**config.mk**
```make
export PLATFORM = sky130hd
export DESIGN_NAME = exec_sequencer
export DESIGN_NICKNAME = d
export VERILOG_FILES = /design/src/rtl/exec_sequencer.sv
export SDC_FILE = /design/constraint.sdc
export NUM_CORES = 1
export LEC_CHECK = 0
export ABC_AREA = 0
export CELL_PAD_IN_SITES_DETAIL_PLACEMENT = 0
export CELL_PAD_IN_SITES_GLOBAL_PLACEMENT = 1
export CORE_MARGIN = 4
export CORE_UTILIZATION = 38
export CTS_BUF_LIST = sky130_fd_sc_hd__clkbuf_4
export CTS_CLUSTER_SIZE = 40
export DETAILED_ROUTE_END_ITERATION = 10
export PLACE_DENSITY_LB_ADDON = 0.1
export SYNTH_ARGS = -nofsm -noshare
export SYNTH_HDL_FRONTEND = slang
export SYNTH_SLANG_ARGS = --single-unit
```
**constraint.sdc**
```tcl
create_clock -name clk -period 4.15 [get_ports clk]
set_input_delay 0.415 -clock clk [delete_from_list [all_inputs] [get_ports clk]]
set_output_delay 0.415 -clock clk [all_outputs]
set_load 0.005 [all_outputs]
```
**src/rtl/exec_sequencer.sv**
```systemverilog
// Execution controller between the picoMIPS decoder and datapath: gates commit strobes,
// stalls on MULL via a start/done handshake, counts retired instructions, flags multiplier timeout.
// Optional single-step mode: define SEQ_SINGLE_STEP_EN to add the step input.
`ifndef NOP
`define NOP  6'h00
`endif
`ifndef ADD
`define ADD  6'h01
`endif
`ifndef MULL
`define MULL 6'h0C
`endif

module exec_sequencer #(
    parameter int CNT_W       = 16,
    parameter int MUL_TIMEOUT = 15
) (
    input  logic             clk,
    input  logic             reset,
    input  logic             run,
`ifdef SEQ_SINGLE_STEP_EN
    input  logic             step,
`endif
    input  logic [5:0]       opcode,
    input  logic             dec_w,
    input  logic             dec_pc_incr,
    input  logic             dec_pc_relbranch,
    input  logic             mul_done,
    output logic             w,
    output logic             pc_incr,
    output logic             pc_relbranch,
    output logic             mul_start,
    output logic             busy,
    output logic             fault,
    output logic [CNT_W-1:0] instr_count
);

    localparam int TO_W = (MUL_TIMEOUT > 1) ? $clog2(MUL_TIMEOUT) : 1;
    localparam logic [TO_W-1:0] TO_LAST = TO_W'(MUL_TIMEOUT - 1);

    typedef enum logic [1:0] {
        IDLE     = 2'd0,
        EXEC     = 2'd1,
        MUL_WAIT = 2'd2,
        FAULT    = 2'd3
    } state_t;

    state_t           state_q, state_d;
    logic [CNT_W-1:0] cnt_q, cnt_d;
    logic [TO_W-1:0]  to_cnt_q, to_cnt_d;
    logic             commit;
    logic             step_ok;

`ifdef SEQ_SINGLE_STEP_EN
    assign step_ok = step;
`else
    assign step_ok = 1'b1;
`endif

    always_ff @(posedge clk) begin
        if (reset) begin
            state_q  <= IDLE;
            cnt_q    <= '0;
            to_cnt_q <= '0;
        end else begin
            state_q  <= state_d;
            cnt_q    <= cnt_d;
            to_cnt_q <= to_cnt_d;
        end
    end

    always_comb begin
        state_d      = state_q;
        to_cnt_d     = to_cnt_q;
        cnt_d        = cnt_q;
        commit       = 1'b0;
        w            = 1'b0;
        pc_incr      = 1'b0;
        pc_relbranch = 1'b0;
        mul_start    = 1'b0;
        busy         = 1'b0;
        fault        = 1'b0;

        unique case (state_q)
            IDLE: begin
                if (run) state_d = EXEC;
            end
            EXEC: begin
                busy = 1'b1;
                if (step_ok) begin
                    if (opcode == `MULL) begin
                        mul_start = 1'b1;
                        to_cnt_d  = '0;
                        state_d   = MUL_WAIT;
                    end else begin
                        w            = dec_w;
                        pc_incr      = dec_pc_incr;
                        pc_relbranch = dec_pc_relbranch;
                        commit       = 1'b1;
                        state_d      = run ? EXEC : IDLE;
                    end
                end
            end
            MUL_WAIT: begin
                busy = 1'b1;
                // done takes priority over a timeout landing in the same cycle
                if (mul_done) begin
                    w       = dec_w;
                    pc_incr = 1'b1;
                    commit  = 1'b1;
                    state_d = run ? EXEC : IDLE;
                end else if (to_cnt_q == TO_LAST) begin
                    state_d = FAULT;
                end else begin
                    to_cnt_d = to_cnt_q + TO_W'(1);
                end
            end
            FAULT: begin
                fault = 1'b1;
            end
            default: state_d = IDLE;
        endcase

        if (commit) cnt_d = cnt_q + CNT_W'(1);

        // reset overrides everything, including the combinational strobes
        if (reset) begin
            w            = 1'b0;
            pc_incr      = 1'b0;
            pc_relbranch = 1'b0;
            mul_start    = 1'b0;
            busy         = 1'b0;
            fault        = 1'b0;
        end
    end

    assign instr_count = cnt_q;

endmodule

```
==> summary.md, run 1 <==
| Metric | Value |
|---|---|
| Status | finished clean |
| Final Hold Vio Count | 0 |
| Critical path launch point type | flop |
| CP endpoint kind | output pin |
| RSZ-0062 raised after global routing | no |
| Max-slew violations | 0 |
| Setup ws final | between 800 and 900 ps |
| Register area | 440.4 um^2 |
| Yosys top cell by area | dfxtp_1 |
| Commonest non-fill, non-tap cell in the layout | clkdlybuf4s50_1 |
| Total Wirelength | 2959 um |
| Critical Path Fanout Max | 32 |
| Total number of H-tree levels | 1 |
| Synthesized Nets | 176 |
| Seq/Total Area, Yosys | 0.3458 |
| Setup CP Type | flop to output pin |
| Die span in x | 65.90 um |
| Total GRT Usage | 0.1440 |
| Diodes inserted | 0 |
| Worst skew pair latency | 310 ps |
| Largest net degree at the start of global routing | 33 |
| Hold crit path type | flop to flop |
| Power per Cell Area | approximately 280 nW/um^2 |
| Synth top area cells | dfxtp_1, a21oi_1, ha_1, nand3_1, o21ai_0 |
| Peak supply drop | 102.2 uV |
| DR WL/cell | 12.87 um |
| Total leakage power | between 0.5 and 0.6 nW |
| Cells after Synth | 156 |
| Footprint of the multi-input gates | 770.7 um^2 |
| Die area | 4342 um^2 |
| Initial core utilization | 0.4072 |
| Layout net count | 207 |
| Vias in the first global route | 1142 |
| Yosys reg bits | 22 |
| Final number of setup-violating endpoints | 0 |
| CTS clk-pin slew, worst paths | 120 ps |
| Clk_skew | 13.67 ps |
| Placed cells | 226 |
| Syn avg cell area | 8.165 um^2 |
| Synth Warn # | 0 |
| Layout cells sized above 1 | 0.02688 |
| Post-synth top area share | 0.3458 |
| P&R area growth vs syn | 32.02% |
| Rows | 20 |
| Max cap viols | 0 |
| Io pins | 35 |
| Pre-CTS setup slack | 1099 ps |
| Clk root buf | clkbuf_4 |
| FMAX | 0.3010 GHz |
| Fin crit share | 0.8006 |
| Syn Std Cell Area | 1274 um^2 |
| Synth cell types | 35 |
| Global-route wire length before repair | a little over 5000 um |
| Routability cong. | 0.8200 |
| IO Port Bufs | 34 |
| Vias | about 1300 |
| DR iter-0 viols | 57 |
| Antenna viol nets, final | 0 |
| CP required | 3730 ps |
| Setup TNS | 0 ps |
| Initial antenna violation count | 0 |
| CTS sink cnt | 22 |
| WP data arrival | just under 3000 ps |
| DRC violations left | 0 |
| Final min period | ~3300 ps |
| Relative slew slack | 0.3953 |
| Tightest Pin Transition | 904.2 ps |
| TritonRoute pass-1 iters | 4 |
| Clk buf depth | 2 |
| Die Span Y | 65.90 um |
| Cts repair resizes | 0 |
| DPL Wire Length | ~2200 um |
| Setup bufs post-CTS | 0 |
| Commonest non-fill, non-tap cells in the layout | clkdlybuf4s50_1, dfxtp_1, a21oi_1, nand3_1, o21ai_0 |
| Total CTS buffers | 3 |
| Fill cells | 322 |
| Vias per inst | 5.483 |
| Core ar. | 3128 um^2 |
| CTS tree | built |
| Fin cells | 230 |
| GRT overflow | 0 |
| # hold bufs at CTS | 0 |
[critical path, stage by stage, from the launching register on]
cell	delay, ps
dfxtp_1	380
inv_1	80
ha_1	350
a211oi_1	430
a211o_1	760
nor3b_1	120
clkdlybuf4s50_1	480
[report_power, final]
part | switching [mW] | leakage (nW) | internal, mW | total [mW]
Combinational | 0.0439 | 0.335 | 0.0340 | 0.0780
Clock | 0.0699 | 0.0279 | 0.0976 | 0.167
Sequential | 0.00324 | 0.177 | 0.215 | 0.218
[routing by layer]
metal / routed length, um / vias up / global-route usage
met5: 0 / - / 0
li1: - / 657 / -
met4: 18 / 0 / 0.04663
met1: 1327 / 580 / 0.1705
met3: 137 / 2 / 0.03061
met2: 1475 / 22 / 0.2553
[through the flow]
| step | power [mW] | instance area (um^2) | hold slack, ps | utilization |
|---|---|---|---|---|
| 6_report | 0.4632 | 1682 | 490.4 | 0.5376 |
| 4_1_cts | 0.4695 | 1682 | 490.1 | 0.5376 |
| 2_1_floorplan | 0.2718 | 1274 | 468.2 | - |
| 5_1_grt | 0.4874 | 1682 | 519.8 | 0.5376 |
| 3_3_place_gp | 0.2995 | 1629 | 458.3 | 0.5208 |
| 3_5_place_dp | 0.3005 | 1629 | 471.9 | 0.5208 |
[final timing paths]
kind | slack [ps] | start | endpoint | cells past startpoint
min | 490 | instr_count[15] | instr_count[15] | 2
max | 830 | state_q[0] | w | 6
min reg2reg | 490 | instr_count[15] | instr_count[15] | 2
max reg2reg | 1600 | state_q[0] | instr_count[11] | 6
[registers in the layout, summed over array words and instances, names as in the netlist]
register and cells:
instr_count 16, to_cnt_q 4, state_q 2
[Yosys cell counts]
cell type and instances:
o32ai_1 1, a31oi_1 2, and3_1 2, o21ai_0 11
o31ai_1 7, o211ai_1 1, nand2_1 7, a211oi_1 1
nor2_1 7, nor2b_1 4, nand4_1 3, nor4_1 3
or3_1 6, dfxtp_1 22, nor3b_1 2, and4_1 2
o21a_1 4, a21bo_2 1, nand4b_1 2, clkbuf_1 4
buf_6 1, buf_2 2, a21o_1 1, a21oi_1 18
xor2_1 1, o311a_1 1, inv_1 6, nand3_1 13
ha_1 7, o31a_1 3, nor3_1 2, and4bb_1 1
a211o_1 1, or4_1 6, buf_1 1
[cell families after synthesis]
group | Yosys count | synth area share
AOI/OAI and AO/OA | 52 | 0.2564
and+or+nand+nor | 60 | 0.2731
xor gates and xnor gates | 1 | 0.006877
buffers and inverters | 14 | 0.04911
adders and majority gates | 7 | 0.06876
DFF | 22 | 0.3458
[cell type report]
type / instances / share of cell area
clock buffer: 3 / 0.01339
multi-input combinational: 120 / 0.4583
sequential: 22 / 0.2619
tap: 44 / 0.03274
clock inverter: 1 / 0.01786
inverter: 6 / 0.01339
timing repair buffer: 34 / 0.2024
(Power assumes the default switching activity.)
==> inputs of run 2 (changes only) <==
- CORE_UTILIZATION: 38 -> 32
- clock period: 4.15 -> 3 ns (I/O delays scaled with it)
==> run 2 against run 1 <==
Net effect:
- clock power fell by 19%
- register-to-register slack got worse by 990 ps
- sequential share of layout area up 0.098 points
- non-clock buffer count increased by 2
- global-route usage is 2.2 points lower
- first-iteration DRC count decreased by 16%
- worst hold slack lost 3.0 ps
- clock-buffer cell count stayed put
- critical path type unchanged
==> summary.md, run 2 (same netlist as run 1, synthesis figures left out) <==
| Metric | Value |
|---|---|
| Max cap viols | 0 |
| RSZ-0062 raised after global routing | no |
| Final min period | 2747 ps |
| Largest net degree at the start of global routing | 31 |
| Family with the most delay on the worst path | buffers and inverters |
| Die area | 5054 um^2 |
| Routability cong. | 0.8032 |
| Hold depth | 2 |
| Core ar. | 3744 um^2 |
| Critical path launch point type | flop |
| R2r setup slk | 610 ps |
| Diodes inserted | 0 |
| Final Hold Vio Count | 0 |
| Total number of H-tree levels | 1 |
| CP startpoint | state_q[0] |
| # hold bufs at CTS | 0 |
| Final Util | 0.4475 |
| Worst path max stage delay | between 500 and 600 ps |
| Die Span Y | just over 70 um |
| Critical-path top delay cell | clkdlybuf4s50_1 |
| CTS sink cnt | 22 |
| Total Wirelength | 3165 um |
| Layout cells sized above 1 | 0.03191 |
| Worst r2r src | state_q[0] |
| Worst path cell trace | inv_1, ha_1, a211oi_1, a211o_1, nor3b_1, clkdlybuf4s50_1 |
| Worst Hold Launch | instr_count[15] |
| Total GRT Usage | 0.1220 |
| Clk root buf | clkbuf_4 |
| FMAX | between 0.3 and 0.4 GHz |
| Clk buf depth | 2 |
| Fin crit share | 0.9157 |
| Rows | 22 |
| Layout net count | between 200 and 250 |
| End of the worst hold path | instr_count[15] |
| Die span in x | just over 70 um |
| Power per Cell Area | 327.5 nW/um^2 |
| Commonest non-fill, non-tap cell in the layout | clkdlybuf4s50_1 |
| Hold crit path type | flop to flop |
| Clk_skew | around 4.5 ps |
| Setup bufs post-CTS | 0 |
| Worst skew pair latency | ~300 ps |
| Global-route wire length before repair | 5126 um |
| Max-slew violations | 0 |
| Reg-to-Reg End | instr_count[12] |
| Antenna viol nets, final | 0 |
| Vias per inst | 5.504 |
| Total leakage power | 0.5366 nW |
| GRT overflow | 0 |
| DR WL/cell | 13.41 um |
| Status | finished clean |
| DPL Wire Length | 2409 um |
| R2R depth | 7 |
| CTS clk-pin slew, worst paths | between 100 and 150 ps |
| Io pins | 35 |
| Setup CP Type | flop to output pin |
| CP endpoint kind | output pin |
| Buf/Inv on CP | 2 |
| WP data arrival | 2450 ps |
| Total CTS buffers | 3 |
| DR iter-0 viols | 48 |
| Tightest Pin Transition | 429.4 ps |
| Critical Path Fanout Max | 14 |
| Final number of setup-violating endpoints | 0 |
| Vias in the first global route | 1150 |
| Initial core utilization | 0.3402 |
| DRC violations left | 0 |
| Peak supply drop | 158.5 uV |
| Initial antenna violation count | 0 |
| Vias | 1299 |
| CTS tree | built |
| Number of flip-flops in the largest register | 16 |
| Commonest non-fill, non-tap cells in the layout | clkdlybuf4s50_1, dfxtp_1, a21oi_1, nand3_1, o21ai_0 |
| TritonRoute pass-1 iters | 4 |
| P&R area growth vs syn | 31.53% |
| IO Port Bufs | 34 |
| Cts repair resizes | 0 |
| Setup TNS | 0 ps |
| Relative slew slack | 0.7137 |
| CP required | 2700 ps |
## run 2: cell count changes in the layout (fill, tap and decap cells not counted)
cell,change
buf_4,+2
bufinv_16,-1
clkinv_1,+1
## run 2: area by class of cell
cell class              count  area [um^2]
fillers                   392         2068
well taps                  48        60.06
inverters                   6        22.52
repair buffers             36        355.3
clock inverters             1        3.754
clock buffers               3        22.52
multi-input cells         120        770.7
flip-flops and latches     22        440.4
## run 2: worst register-to-register path: stages (launching register included)
cell,delay (ps)
dfxtp_1,360
inv_1,100
ha_1,430
a211oi_1,190
a211o_1,350
buf_4,230
or4_1,520
a21oi_1,150
## run 2: worst max path at each step
stage	endpoint	slack, ps	depth (start not counted)
6_report	w	250	6
3_5_place_dp	pc_incr	590	6
5_1_grt	pc_incr	40	6
3_3_place_gp	w	650	5
4_1_cts	pc_incr	230	6
2_1_floorplan	w	1140	7
## run 2: stage by stage
| step | power, mW | setup slack (ps) | instances | instance area (um^2) | hold slack (ps) |
|---|---|---|---|---|---|
| after floorplan | 0.3759 | 1135 | 156 | 1274 | 468.2 |
| after global placement | 0.4183 | 649.8 | 232 | 1649 | 457.8 |
| after detailed placement | 0.4201 | 594.4 | 232 | 1649 | 470.1 |
| after CTS | 0.5602 | 230.6 | 236 | 1675 | 487.8 |
| after global routing | 0.5851 | 42.28 | 236 | 1675 | 530.4 |
| final | 0.5487 | 252.9 | 236 | 1675 | 487.4 |
## run 2: per-layer routing
layer,GRT usage,part of all wire,vias up
met5,0,0,-
met4,0.04175,0.013,0
met3,0.02557,0.059,4
met2,0.2101,0.49,42
met1,0.1502,0.44,595
li1,-,-,658
## run 2: where the power goes
group / switching (mW) / internal (mW)
Sequential: 0.00505 / 0.297
Combinational: 0.0616 / 0.0498
Clock: 0.0871 / 0.0484
Total: 0.154 / 0.395
==> inputs of run 3 (changes only) <==
- PLACE_DENSITY_LB_ADDON: 0.1 -> 0.3
- SLEW_MARGIN: unset -> 20
==> run 3 against run 2 <==
Net effect:
- power up 18%
- via count is 0.46% lower
- flip-flop and latch count is the same
- non-clock buffer count stayed put
- combinational power is essentially flat
- cell count did not move
- wire length hardly changed
- worst setup slack worse by 34 ps
- design area rose by 1.6%
- fmax shrank 1.2%
==> summary.md, run 3 (same netlist as run 1, synthesis figures left out) <==
| Metric | Value |
|---|---|
| Total CTS buffers | 3 |
| R2r setup slk | 590 ps |
| Die Span Y | 71.09 um |
| Global Route met3 Usage | 0.03267 |
| Grt met2 use | 0.2348 |
| Routability cong. | 0.7792 |
| Total Wirelength | between 3000 and 4000 um |
| Number of flip-flops in the largest register | 16 |
| Global-route wire length before repair | 5347 um |
| Clk buf depth | 2 |
| Setup ws final | 219.3 ps |
| Commonest non-fill, non-tap cell in the layout | clkdlybuf4s50_1 |
| P&R area growth vs syn | 33.60% |
| Largest net degree at the start of global routing | 31 |
| Clk_skew | approximately 14 ps |
| # hold bufs at CTS | 0 |
| Io pins | 35 |
| Setup bufs post-CTS | 0 |
| Layout cells sized above 1 | 0.03723 |
| Hold depth | 2 |
| Hold crit path type | flop to flop |
| Setup TNS | 0 ps |
| Worst path cell trace | inv_1, ha_1, a211oi_1, a211o_1, nor3b_1, clkdlybuf4s50_1 |
| Critical path launch point type | flop |
| Fin crit share | 0.9269 |
| Max-slew violations | 0 |
| GRT busiest layer | met2 |
| Tightest Pin Transition | 438.6 ps |
| Rows | 22 |
| Worst path max stage delay | 540 ps |
| Final number of setup-violating endpoints | 0 |
| Internal | 0.4820 mW |
| NetSw | 0.1639 mW |
| Total leakage power | 0.5492 nW |
| IO Port Bufs | 34 |
| CTS sink cnt | 22 |
| DR WL/cell | 13.40 um |
| WP data arrival | approximately 2500 ps |
| Pre-CTS setup slack | between 500 and 600 ps |
| Fill cells | 381 |
| Worst skew pair latency | 320 ps |
| Total number of H-tree levels | 1 |
| Critical-path top delay cell | clkdlybuf4s50_1 |
| Clk root buf | clkbuf_4 |
| FMAX | ~0.36 GHz |
| DRC violations left | 0 |
| Core ar. | 3744 um^2 |
| Max cap viols | 0 |
| Sw frac | 0.2537 |
| Critical Path Fanout Max | 14 |
| Flop pwr share | 0.467 |
| Die area | 5054 um^2 |
| Power share of the combinational group | 0.174 |
| Total GRT Usage | 0.1283 |
| Worst r2r src | state_q[0] |
| Initial antenna violation count | 0 |
| Antenna viol nets, final | 0 |
| Vias per inst | 5.479 |
| CTS tree | built |
| RSZ-0062 raised after global routing | no |
| Reg-to-Reg End | instr_count[11] |
| End of the worst hold path | instr_count[6] |
| TritonRoute pass-1 iters | 4 |
| GRT overflow | 0 |
| R2R depth | 7 |
| Diodes inserted | 0 |
| Worst Hold Launch | instr_count[6] |
| Final Hold Vio Count | 0 |
| CP required | ~2700 ps |
| Commonest non-fill, non-tap cells in the layout | clkdlybuf4s50_1, dfxtp_1, a21oi_1, nand3_1, o21ai_0 |
| Met1 usage | 0.1506 |
| CP endpoint kind | output pin |
| DPL Wire Length | 2436 um |
| Vias | around 1300 |
| Peak supply drop | 222.7 uV |
| Layout net count | 209 |
| Die span in x | 71.09 um |
| Setup CP Type | flop to output pin |
| Vias in the first global route | between 1000 and 1500 |
| Clock share of power | 0.360 |
| DR iter-0 viols | 75 |
| Status | finished clean |
| Cts repair resizes | 0 |
| Initial core utilization | 0.3402 |
| Power per Cell Area | between 300 and 400 nW/um^2 |
| Final min period | 2781 ps |
| Relative slew slack | 0.7045 |
| CTS clk-pin slew, worst paths | 140 ps |
==> run 3: cell types whose count changed in the layout (fill, tap and decap cells not counted), sizes merged <==
cell | previous run | this run
bufinv | 0 | 1
clkinv | 1 | 0
==> run 3: metal layers <==
metal  vias up  wire (um)  part of all wire
li1        657          -                 -
met1       604       1354              0.43
met2        30       1647              0.52
met3         2        143             0.045
met4         0         17            0.0054
met5         -          0                 0
==> run 3: layout make-up <==
| cell class | count | area (um^2) | area share |
|---|---|---|---|
| clock buffers | 3 | 22.52 | 0.01324 |
| clock inverters | 1 | 30.03 | 0.01765 |
| inverters | 6 | 22.52 | 0.01324 |
| multi-input cells | 120 | 770.7 | 0.4529 |
| flip-flops and latches | 22 | 440.4 | 0.2588 |
| well taps | 48 | 60.06 | 0.03529 |
| repair buffers | 36 | 355.3 | 0.2088 |
==> run 3: worst max-delay path, delay by kind of cell (launching register included) <==
family / cells / cell delay [ps]
compound gates: 2 / 560
fa+ha+maj: 1 / 430
buf+inv: 2 / 640
flops: 1 / 350
simple gates: 1 / 210
==> run 3: how the worst max path moves through the flow <==
stage / from / to / slack (ps) / depth (start not counted)
2_1_floorplan: state_q[0] / w / 1140 / 7
3_3_place_gp: state_q[0] / w / 640 / 6
3_5_place_dp: state_q[0] / w / 590 / 6
4_1_cts: state_q[0] / pc_incr / 210 / 6
5_1_grt: state_q[0] / pc_incr / 20 / 6
6_report: state_q[0] / w / 220 / 6
==> run 3: power groups by stage <==
stage          logic (mW)  registers [mW]  clock network (mW)
5_1_grt             0.125           0.302               0.250
6_report            0.112           0.301               0.232
2_1_floorplan      0.0685           0.307                   0
3_3_place_gp        0.109           0.308                   0
3_5_place_dp        0.113           0.308                   0
4_1_cts             0.113           0.302               0.240
==> run 3: metrics by stage <==
step / power [mW] / hold WS, ps / utilization / cells / instance area (um^2)
floorplan: 0.3759 / 468.2 / - / 156 / 1274
global placement: 0.4169 / 457.9 / 0.4405 / 232 / 1649
detailed placement: 0.4209 / 483.2 / 0.4405 / 232 / 1649
CTS: 0.6544 / 502.1 / 0.4545 / 236 / 1702
global route: 0.6774 / 535.5 / 0.4545 / 236 / 1702
finish: 0.6459 / 500.9 / 0.4545 / 236 / 1702
